===== src/rtl/cla_div_pkg.sv =====
// Shared constants and state encoding for the CLA-based sequential divider.
package cla_div_pkg;

    localparam int unsigned DIV_WIDTH = 8;
    localparam int unsigned DIV_CNT_W = $clog2(DIV_WIDTH + 1);

    typedef enum logic [1:0] {
        ST_IDLE = 2'd0,
        ST_RUN  = 2'd1,
        ST_DONE = 2'd2
    } div_state_e;

endpackage


===== src/rtl/cla8_sub_stage.sv =====
// Trial subtraction rem - divisor computed as rem + ~divisor + 1 on a
// carry-lookahead network; the final carry-out is the not-borrow flag.
module cla8_sub_stage #(
    parameter int WIDTH = 8
) (
    input  logic [WIDTH:0]   rem_in,
    input  logic [WIDTH-1:0] divisor,
    output logic [WIDTH-1:0] diff,
    output logic             no_borrow
);

    logic [WIDTH-1:0] b_inv_s;
    logic [WIDTH-1:0] g_s;
    logic [WIDTH-1:0] p_s;
    logic [WIDTH:0]   c_s;
    logic             term_s;
    logic             prod_s;

    assign b_inv_s = ~divisor;
    assign g_s     = rem_in[WIDTH-1:0] & b_inv_s;
    assign p_s     = rem_in[WIDTH-1:0] ^ b_inv_s;

    // Lookahead carries: c[i+1] = g[i] | p[i]g[i-1] | ... | p[i..0]cin, cin = 1
    always_comb begin
        c_s    = '0;
        term_s = 1'b0;
        prod_s = 1'b0;
        c_s[0] = 1'b1;
        for (int i = 0; i < WIDTH; i++) begin
            term_s = g_s[i];
            prod_s = p_s[i];
            for (int j = i - 1; j >= 0; j--) begin
                term_s = term_s | (prod_s & g_s[j]);
                prod_s = prod_s & p_s[j];
            end
            c_s[i+1] = term_s | prod_s;
        end
    end

    assign diff = p_s ^ c_s[WIDTH-1:0];
    // A set top bit means the shifted remainder already exceeds any divisor.
    assign no_borrow = c_s[WIDTH] | rem_in[WIDTH];

endmodule


===== src/rtl/cla8_seq_divider.sv =====
// Multi-cycle restoring divider, one CLA trial subtraction per clock.
// Optional two's-complement operation is enabled by defining CLA_DIV_SIGNED_EN.
module cla8_seq_divider
    import cla_div_pkg::*;
#(
    parameter int WIDTH = DIV_WIDTH
) (
    input  logic             clk,
    input  logic             rst_n,
    input  logic             start,
    input  logic [WIDTH-1:0] dividend,
    input  logic [WIDTH-1:0] divisor,
    output logic             busy,
    output logic             done,
    output logic [WIDTH-1:0] quotient,
    output logic [WIDTH-1:0] remainder,
    output logic             div_by_zero
);

    localparam int CW = $clog2(WIDTH + 1);
    localparam logic [CW-1:0] LAST_CNT = CW'(WIDTH - 1);

    div_state_e       state_r;
    div_state_e       state_nx_s;
    logic             busy_r;
    logic             done_r;
    logic [WIDTH-1:0] dividend_sr_r;
    logic [WIDTH-1:0] divisor_r;
    logic [WIDTH-1:0] rem_r;
    logic [WIDTH-1:0] quot_sr_r;
    logic [CW-1:0]    count_r;
    logic [WIDTH-1:0] quotient_r;
    logic [WIDTH-1:0] remainder_r;
    logic             dbz_r;

    logic [WIDTH:0]   rem_shift_s;
    logic [WIDTH-1:0] diff_s;
    logic             no_borrow_s;
    logic [WIDTH-1:0] rem_next_s;
    logic [WIDTH-1:0] quot_next_s;
    logic [WIDTH-1:0] a_mag_s;
    logic [WIDTH-1:0] b_mag_s;
    logic [WIDTH-1:0] quot_res_s;
    logic [WIDTH-1:0] rem_res_s;

    assign rem_shift_s = {rem_r, dividend_sr_r[WIDTH-1]};

    cla8_sub_stage #(.WIDTH(WIDTH)) u_sub (
        .rem_in    (rem_shift_s),
        .divisor   (divisor_r),
        .diff      (diff_s),
        .no_borrow (no_borrow_s)
    );

    assign rem_next_s  = no_borrow_s ? diff_s : rem_shift_s[WIDTH-1:0];
    assign quot_next_s = {quot_sr_r[WIDTH-2:0], no_borrow_s};

`ifdef CLA_DIV_SIGNED_EN
    logic neg_q_r;
    logic neg_r_r;

    assign a_mag_s    = dividend[WIDTH-1] ? (~dividend + WIDTH'(1)) : dividend;
    assign b_mag_s    = divisor[WIDTH-1]  ? (~divisor  + WIDTH'(1)) : divisor;
    // -2^(W-1) / -1 yields magnitude 2^(W-1), which already reads as 0x80 unnegated.
    assign quot_res_s = neg_q_r ? (~quot_next_s + WIDTH'(1)) : quot_next_s;
    assign rem_res_s  = neg_r_r ? (~rem_next_s + WIDTH'(1)) : rem_next_s;

    // Operand sign flags captured with the magnitudes on the accept edge
    always_ff @(posedge clk or negedge rst_n) begin
        if (!rst_n) begin
            neg_q_r <= 1'b0;
            neg_r_r <= 1'b0;
        end else if ((state_r == ST_IDLE) && start && (divisor != '0)) begin
            neg_q_r <= dividend[WIDTH-1] ^ divisor[WIDTH-1];
            neg_r_r <= dividend[WIDTH-1];
        end else begin
            neg_q_r <= neg_q_r;
            neg_r_r <= neg_r_r;
        end
    end
`else
    assign a_mag_s    = dividend;
    assign b_mag_s    = divisor;
    assign quot_res_s = quot_next_s;
    assign rem_res_s  = rem_next_s;
`endif

    // Next-state decode
    always_comb begin
        state_nx_s = state_r;
        case (state_r)
            ST_IDLE: begin
                if (start) begin
                    if (divisor == '0) begin
                        state_nx_s = ST_DONE;
                    end else begin
                        state_nx_s = ST_RUN;
                    end
                end else begin
                    state_nx_s = ST_IDLE;
                end
            end
            ST_RUN: begin
                if (count_r == LAST_CNT) begin
                    state_nx_s = ST_DONE;
                end else begin
                    state_nx_s = ST_RUN;
                end
            end
            ST_DONE: state_nx_s = ST_IDLE;
            default: state_nx_s = ST_IDLE;
        endcase
    end

    // State register with registered busy/done decode
    always_ff @(posedge clk or negedge rst_n) begin
        if (!rst_n) begin
            state_r <= ST_IDLE;
            busy_r  <= 1'b0;
            done_r  <= 1'b0;
        end else begin
            state_r <= state_nx_s;
            busy_r  <= (state_nx_s == ST_RUN);
            done_r  <= (state_nx_s == ST_DONE);
        end
    end

    // Shift/subtract datapath and result registers
    always_ff @(posedge clk or negedge rst_n) begin
        if (!rst_n) begin
            dividend_sr_r <= '0;
            divisor_r     <= '0;
            rem_r         <= '0;
            quot_sr_r     <= '0;
            count_r       <= '0;
            quotient_r    <= '0;
            remainder_r   <= '0;
            dbz_r         <= 1'b0;
        end else begin
            case (state_r)
                ST_IDLE: begin
                    if (start && (divisor == '0)) begin
                        quotient_r  <= '1;
                        remainder_r <= dividend;
                        dbz_r       <= 1'b1;
                    end else if (start) begin
                        dividend_sr_r <= a_mag_s;
                        divisor_r     <= b_mag_s;
                        rem_r         <= '0;
                        quot_sr_r     <= '0;
                        count_r       <= '0;
                        dbz_r         <= 1'b0;
                    end else begin
                        dbz_r <= dbz_r;
                    end
                end
                ST_RUN: begin
                    rem_r         <= rem_next_s;
                    dividend_sr_r <= {dividend_sr_r[WIDTH-2:0], 1'b0};
                    quot_sr_r     <= quot_next_s;
                    count_r       <= count_r + CW'(1);
                    if (count_r == LAST_CNT) begin
                        quotient_r  <= quot_res_s;
                        remainder_r <= rem_res_s;
                    end else begin
                        quotient_r  <= quotient_r;
                    end
                end
                default: begin
                    dbz_r <= dbz_r;
                end
            endcase
        end
    end

    assign busy        = busy_r;
    assign done        = done_r;
    assign quotient    = quotient_r;
    assign remainder   = remainder_r;
    assign div_by_zero = dbz_r;

endmodule


===== config.mk =====
export PLATFORM = sky130hd
export DESIGN_NAME = cla8_seq_divider
export DESIGN_NICKNAME = d
export VERILOG_FILES = /design/src/rtl/cla_div_pkg.sv /design/src/rtl/cla8_sub_stage.sv /design/src/rtl/cla8_seq_divider.sv
export SDC_FILE = /design/constraint.sdc
export NUM_CORES = 1
export LEC_CHECK = 0
export CAP_MARGIN = 5
export CORE_UTILIZATION = 55
export DETAILED_ROUTE_END_ITERATION = 10
export GPL_TIMING_DRIVEN = 0
export HOLD_SLACK_MARGIN = 0.15
export PLACE_DENSITY = 0.8
export SYNTH_ARGS = -nofsm -noshare
export SYNTH_HDL_FRONTEND = slang
export SYNTH_HIERARCHICAL = 1
export SYNTH_SLANG_ARGS = --single-unit

===== constraint.sdc =====
create_clock -name clk -period 3.02 [get_ports clk]
set_input_delay 0.604 -clock clk [delete_from_list [all_inputs] [get_ports clk]]
set_output_delay 0.604 -clock clk [all_outputs]
set_load 0.005 [all_outputs]

# Word-level counts from Yosys, hierarchy flattened

Index checks and enable logic that the tools add are counted.

Add/sub/neg operators: 1
Equal/unequal tests: 8
Multiplexer cells: 23
Bitwise logic cells: 98
Reductions and logical operators: 9

Operator list:

| operator                                            | count |
|---|---|
| two-way mux 8 bit                                   | 9 |
| case mux 8 bit (2 select lines)                     | 4 |
| bitwise AND 1 bit                                   | 56 |
| bitwise OR 1 bit                                    | 37 |
| XOR 8 bit                                           | 2 |
| case mux 7 bit (2 select lines)                     | 1 |
| AND reduction 3 bit                                 | 3 |
| bitwise AND 8 bit                                   | 1 |
| logical NOT 8 bit                                   | 1 |
| two-way mux 4 bit                                   | 2 |
| inequality test 2 bit, second input constant        | 4 |
| NOT 8 bit                                           | 1 |
| case mux 4 bit (2 select lines)                     | 1 |
| two-way mux 2 bit                                   | 3 |
| adder 4 x 1 -> 4 bit, second input constant         | 1 |
| equality test 2 x 1 -> 1 bit, second input constant | 2 |
| equality test 4 x 3 -> 1 bit, second input constant | 1 |
| case mux 2 bit (2 select lines)                     | 1 |
| nonzero test 2 bit                                  | 2 |
| equality test 2 bit, second input constant          | 1 |
| logical NOT 2 bit                                   | 1 |
| two-way mux 1 bit                                   | 2 |
| AND reduction 2 bit                                 | 1 |
| logical AND 1 bit                                   | 1 |
| NOT 1 bit                                           | 1 |

Register bits: 56
Input bits: 19
Output and inout port bits: 19

# Longest topological paths before layout

Word-level depth: 15
Mapped depth: 11

# By module

The synthesis kept the hierarchy.

By module, submodules not included:

| module           | instances | cells an instance | area each (sq um) | seq. area each (sq um) |
|---|---|---|---|---|
| cla8_seq_divider | 1         | 213               | 2,467.4           | 1,401.3 |
| cla8_sub_stage   | 1         | 50                | 360.3             | 0.0 |

# Worst setup path after synthesis

No wires, ideal clock.

Path type: reg2reg
Start point: register rem_r[2]
End point: register remainder_r[2], in the netlist remainder[2]
Setup time: 0.125 ns
Arrival: 2.293 ns
Required time: 2.895 ns
Slack: 0.602 ns
Stages on the path, launching flop included: 10
Clock period less this slack: 2.418 ns
Path through: dfrtp_1 ha_1 or3_1 o22ai_2 a2bb2oi_2 a211o_1 clkbuf_1 mux2i_1 o21ai_0 mux2_2

Word-level cells in the longest chain between the ends: 11
Elaborated cells between the ends (all ways): 19
Those cells by class: mux: 3; bitwise: 16

Ends and longest elaborated chain:

| what                                                         | line                                       | text |
|---|---|---|
| start: declaration                                           | cla8_seq_divider.sv:29                     | `logic [WIDTH-1:0] rem_r;` |
| start signal: assignment                                     | cla8_seq_divider.sv:158                    | `rem_r <= rem_next_s;` |
| bitwise AND 8 bit / XOR 8 bit (equally long branches)        | cla8_sub_stage.sv:20, cla8_sub_stage.sv:21 |  |
| bitwise AND 1 bit, on equally long branches                  | cla8_sub_stage.sv:33, cla8_sub_stage.sv:34 |  |
| bitwise OR 1 bit, or another cell as far along (2 in a row)  | cla8_sub_stage.sv:33                       | `term_s = term_s \| (prod_s & g_s[j]);` |
| bitwise OR 1 bit / bitwise AND 1 bit (equally long branches) | cla8_sub_stage.sv:33                       |  |
| bitwise OR 1 bit                                             | cla8_sub_stage.sv:33                       |  |
| bitwise OR 1 bit *                                           | cla8_sub_stage.sv:36                       | `c_s[i+1] = term_s \| prod_s;` |
| bitwise OR 1 bit *                                           | cla8_sub_stage.sv:42                       | `assign no_borrow = c_s[WIDTH] \| rem_in[WIDTH];` |
| named net no_borrow_s                                        | cla8_seq_divider.sv:38                     | `logic no_borrow_s;` |
| two-way mux 8 bit *                                          | cla8_seq_divider.sv:55                     | `assign rem_next_s = no_borrow_s ? diff_s : rem_shift_s[WIDTH-1:0];` |
| two-way mux 8 bit *                                          | cla8_seq_divider.sv:162                    | `if (count_r == LAST_CNT) begin` |
| case mux 8 bit (2 select lines) *                            | cla8_seq_divider.sv:140                    | `case (state_r)` |
| end signal: assignment                                       | cla8_seq_divider.sv:144                    | `remainder_r <= dividend;` |
| end signal: assignment                                       | cla8_seq_divider.sv:164                    | `remainder_r <= rem_res_s;` |
| end: declaration                                             | cla8_seq_divider.sv:33                     | `logic [WIDTH-1:0] remainder_r;` |

Mark *: on every way through the listed nets, which the timed path passes. The rest lies on a longest branch. The select of a mux whose other input is x is not followed.
A chain may end at the register's enable or synchronous reset.

# Worst setup path in the final report

Same ends and word-level chain as after synthesis.

==> results.py <==
metrics = {
    "synth": {
        "synth-simple-area-share_pct": 10.3,
        "synth-compound-area-share_pct": 13.8,
        "syn_inst": 263,
        "synth_xor_area_share_pct": 1.86,
        "yosys_warnings": 6,
        "syn_nets": 292,
        "synth_cell_type_count": 41,
        "synth_adder_area_share_pct": 4.42,
        "synth_mux_area_share_pct": 14.8,
        "synth_ff_type": "dfrtp_1",
        "async_flop_share_pct": 100,
        "avgSynthCellArea_sq_um": 10.8,
        "ys_seq_elements": 56,
        "ys_seq_area_share_pct": 49.6,
        "synth_edf_count": 0,
        "syn_area_sq_um": 2830,
        "synth_top_family_by_area": "multiplexers",
    },
    "min_path": {
        "hold_path.class": "in -> async",
    },
    "setup_path": {
        "arrival_ns": 2.99,
        "startpoint_type": "flip-flop",
        "path_class": "reg -> reg",
        "required_ns": 3.23,
        "cp_max_fo": 10,
        "cp-end-kind": "flip-flop",
    },
    "clock_network": {
        "cts_htree_levels": 2,
        "cts_hold_buf": 0,
        "clkTransAtPathRegs_ns": 0.11,
        "cts_resized": 0,
        "tritoncts": "built",
        "clockRootBuffer": "clkbuf_8",
        "cts_num_sinks": 56,
        "clockBufferDepth": 2,
        "clock_latency_ns": 0.33,
        "cts_setup_buffers": 0,
        "numCtsBuffers": 5,
    },
    "route": {
        "routed_wl_microns": 5490,
        "drc": 0,
        "vias": 2027,
        "dr.pass1.iters": 4,
        "via_per_inst": 5.39,
        "drt-initial-drc-count": 168,
        "routedWlPerCell_microns": 14.6,
        "drtAntennaViolNets": 0,
    },
    "cells_and_area": {
        "layout_commonest_cell": "dfrtp_1",
        "final_cell_mix": "dfrtp_1, clkdlybuf4s50_1, nand2_1, mux2i_1, inv_1",
        "fillCellCount": 380,
        "nets": 337,
        "synthToLayoutAreaGrowth_pct": 20.0,
        "drive_above_1_share_pct": 12.0,
        "antenna-diode-count": 0,
        "final_cells": 376,
    },
    "floorplan": {
        "die_y_microns": 73.7,
        "io_pins": 38,
        "initial_core_util_pct": 58.3,
        "die_area_sq_um": 5430,
        "die_w_microns": 73.7,
        "core_sq_um": 4850,
        "rows": 25,
    },
    "global_routing": {
        "grt_max_degree": 41,
        "track_usage_pct": 22.8,
        "grt_antenna_before_repair": 0,
        "grt_pass1_vias": 1955,
        "overflow": 0,
        "grt_pass1_wl_microns": 9260,
    },
    "power_and_ir_drop": {
        "p_leak_uw": 0.00154,
        "design_power_total_uw": 3850,
        "power_density_nw_per_um2": 1140,
        "ir_drop_mv": 0.729,
    },
    "timing": {
        "setup_violations": 0,
        "holdWs_ns": 0.200,
        "worst_pin_slew_ns": 0.680,
        "max_freq_mhz": 361,
        "rsz0062_at_grt": "false",
        "fin_crit_sh_pct": 91.8,
        "finClkSkew_ns": 0.0134,
        "finalCriticalPeriod_ns": 2.77,
        "slew_violations": 0,
        "hold_viol": 0,
        "relSlewSlack_pct": 54.7,
    },
    "placement": {
        "dp_hpwl_microns": 4080,
        "gp_routability_congestion": 0.833,
        "dp.cells": 368,
        "io_buffer_count": 37,
    },
    "status": {
        "run_status": "completed",
    },
    "run": {
        "maxCapViolations": 0,
    },
}
## sequential cells by signal (all words and copies together) (netlist names)
signal         flops
busy               1
count_r            4
div_by_zero        1
dividend_sr_r      8
divisor_r          8
done               1
quot_sr_r          7
quotient           8
rem_r              8
remainder          8
state_r            2
## through the flow
step	util [%]	setup WS (ns)	setup TNS, ns	instance area [sq um]
5_1_grt	70.0	0.0358	0	3390
4_1_cts	70.0	0.232	0	3390
2_1_floorplan	-	0.602	0	2830
6_report	70.0	0.247	0	3390
3_5_place_dp	68.0	0.129	0	3300
3_3_place_gp	67.7	-0.365	-20.29	3280
## kinds of logic after synthesis
group                    count (synthesis)
AO/OA/AOI/OAI                           53
XOR/XNOR                                 6
buffers and inverters                   35
AND/OR/NAND/NOR                         63
flip-flops                              56
adder cells (fa/ha/maj)                 10
multiplexers                            40
## layout make-up
cell class / instances / area, sq um / area share, %
multi-input cells: 172 / 1280 / 37.7
clock buffers: 5 / 68.8 / 2.03
inverters: 22 / 82.6 / 2.43
repair buffers: 38 / 385 / 11.4
clock inverters: 3 / 27.5 / 0.811
well taps: 67 / 83.8 / 2.47
flip-flops and latches: 56 / 1400 / 41.3
plain buffers: 13 / 63.8 / 1.88
## synth_stat cells, drive strengths merged, types with 2 or more instances
| master | n | share of area [%] |
|---|---|---|
| a21oi | 6 | 1.2 |
| nor2b | 2 | 0.44 |
| nand3 | 2 | 0.35 |
| a22o | 3 | 0.93 |
| dfrtp | 56 | 50 |
| o32ai | 2 | 1.3 |
| o21a | 2 | 0.53 |
| nand2b | 2 | 0.44 |
| nor2 | 17 | 2.3 |
| ha | 10 | 4.4 |
| xnor2 | 4 | 1.2 |
| a21o | 6 | 1.6 |
| xor2 | 2 | 0.62 |
| nor4 | 2 | 0.88 |
| mux2 | 15 | 6.0 |
| o2bb2ai | 6 | 1.9 |
| buf | 5 | 1.2 |
| o21ai | 19 | 3.4 |
| nand2 | 29 | 3.8 |
| mux2i | 25 | 8.8 |
| nor3b | 2 | 0.53 |
| nor3 | 3 | 0.53 |
| inv | 22 | 2.9 |
| clkbuf | 8 | 1.1 |
| a211o | 2 | 0.62 |
## path summary, 6_finish.rpt
kind,startpoint,to,slack (ns),cells after the start
worst max-delay path,rem_r[2]$_DFFE_PN0P_,remainder[2]$_DFFE_PN0P_,0.25,9
worst min-delay path,rst_n,count_r[3]$_DFFE_PN0P_,0.20,1
worst max register to register,rem_r[2]$_DFFE_PN0P_,remainder[2]$_DFFE_PN0P_,0.25,9
worst min register to register,dividend_sr_r[4]$_DFFE_PN0P_,dividend_sr_r[5]$_DFFE_PN0P_,0.51,2
max in group asynchronous,rst_n,rem_r[3]$_DFFE_PN0P_,2.28,2
min in group clk,dividend_sr_r[4]$_DFFE_PN0P_,dividend_sr_r[5]$_DFFE_PN0P_,0.51,2
## critical path, cell delays in order (launching register included)
cell and delay (ns):
dfrtp_1 0.43, ha_1 0.23, or3_1 0.39, o22ai_2 0.18, a2bb2oi_2 0.10, a211o_1 0.30, clkbuf_1 0.31, mux2i_1 0.28
o21ai_0 0.14, mux2_2 0.29
## power by group
| part | internal (uW) | leakage (uW) | switching, uW |
|---|---|---|---|
| registers | 1100 | 0.000677 | 221 |
| logic | 1050 | 0.000814 | 1040 |
| clock network | 171 | 0.0000463 | 268 |
## per-layer routing
layer | track usage (%) | part of all wire [%] | up-vias
met2 | 36.9 | 49 | 37
met4 | 7.05 | 1.6 | 0
met3 | 4.53 | 3.3 | 8
met5 | 0 | 0 | -
met1 | 30.9 | 46 | 984
li1 | - | - | 998
Note: power is estimated with default switching activity, not from simulation.
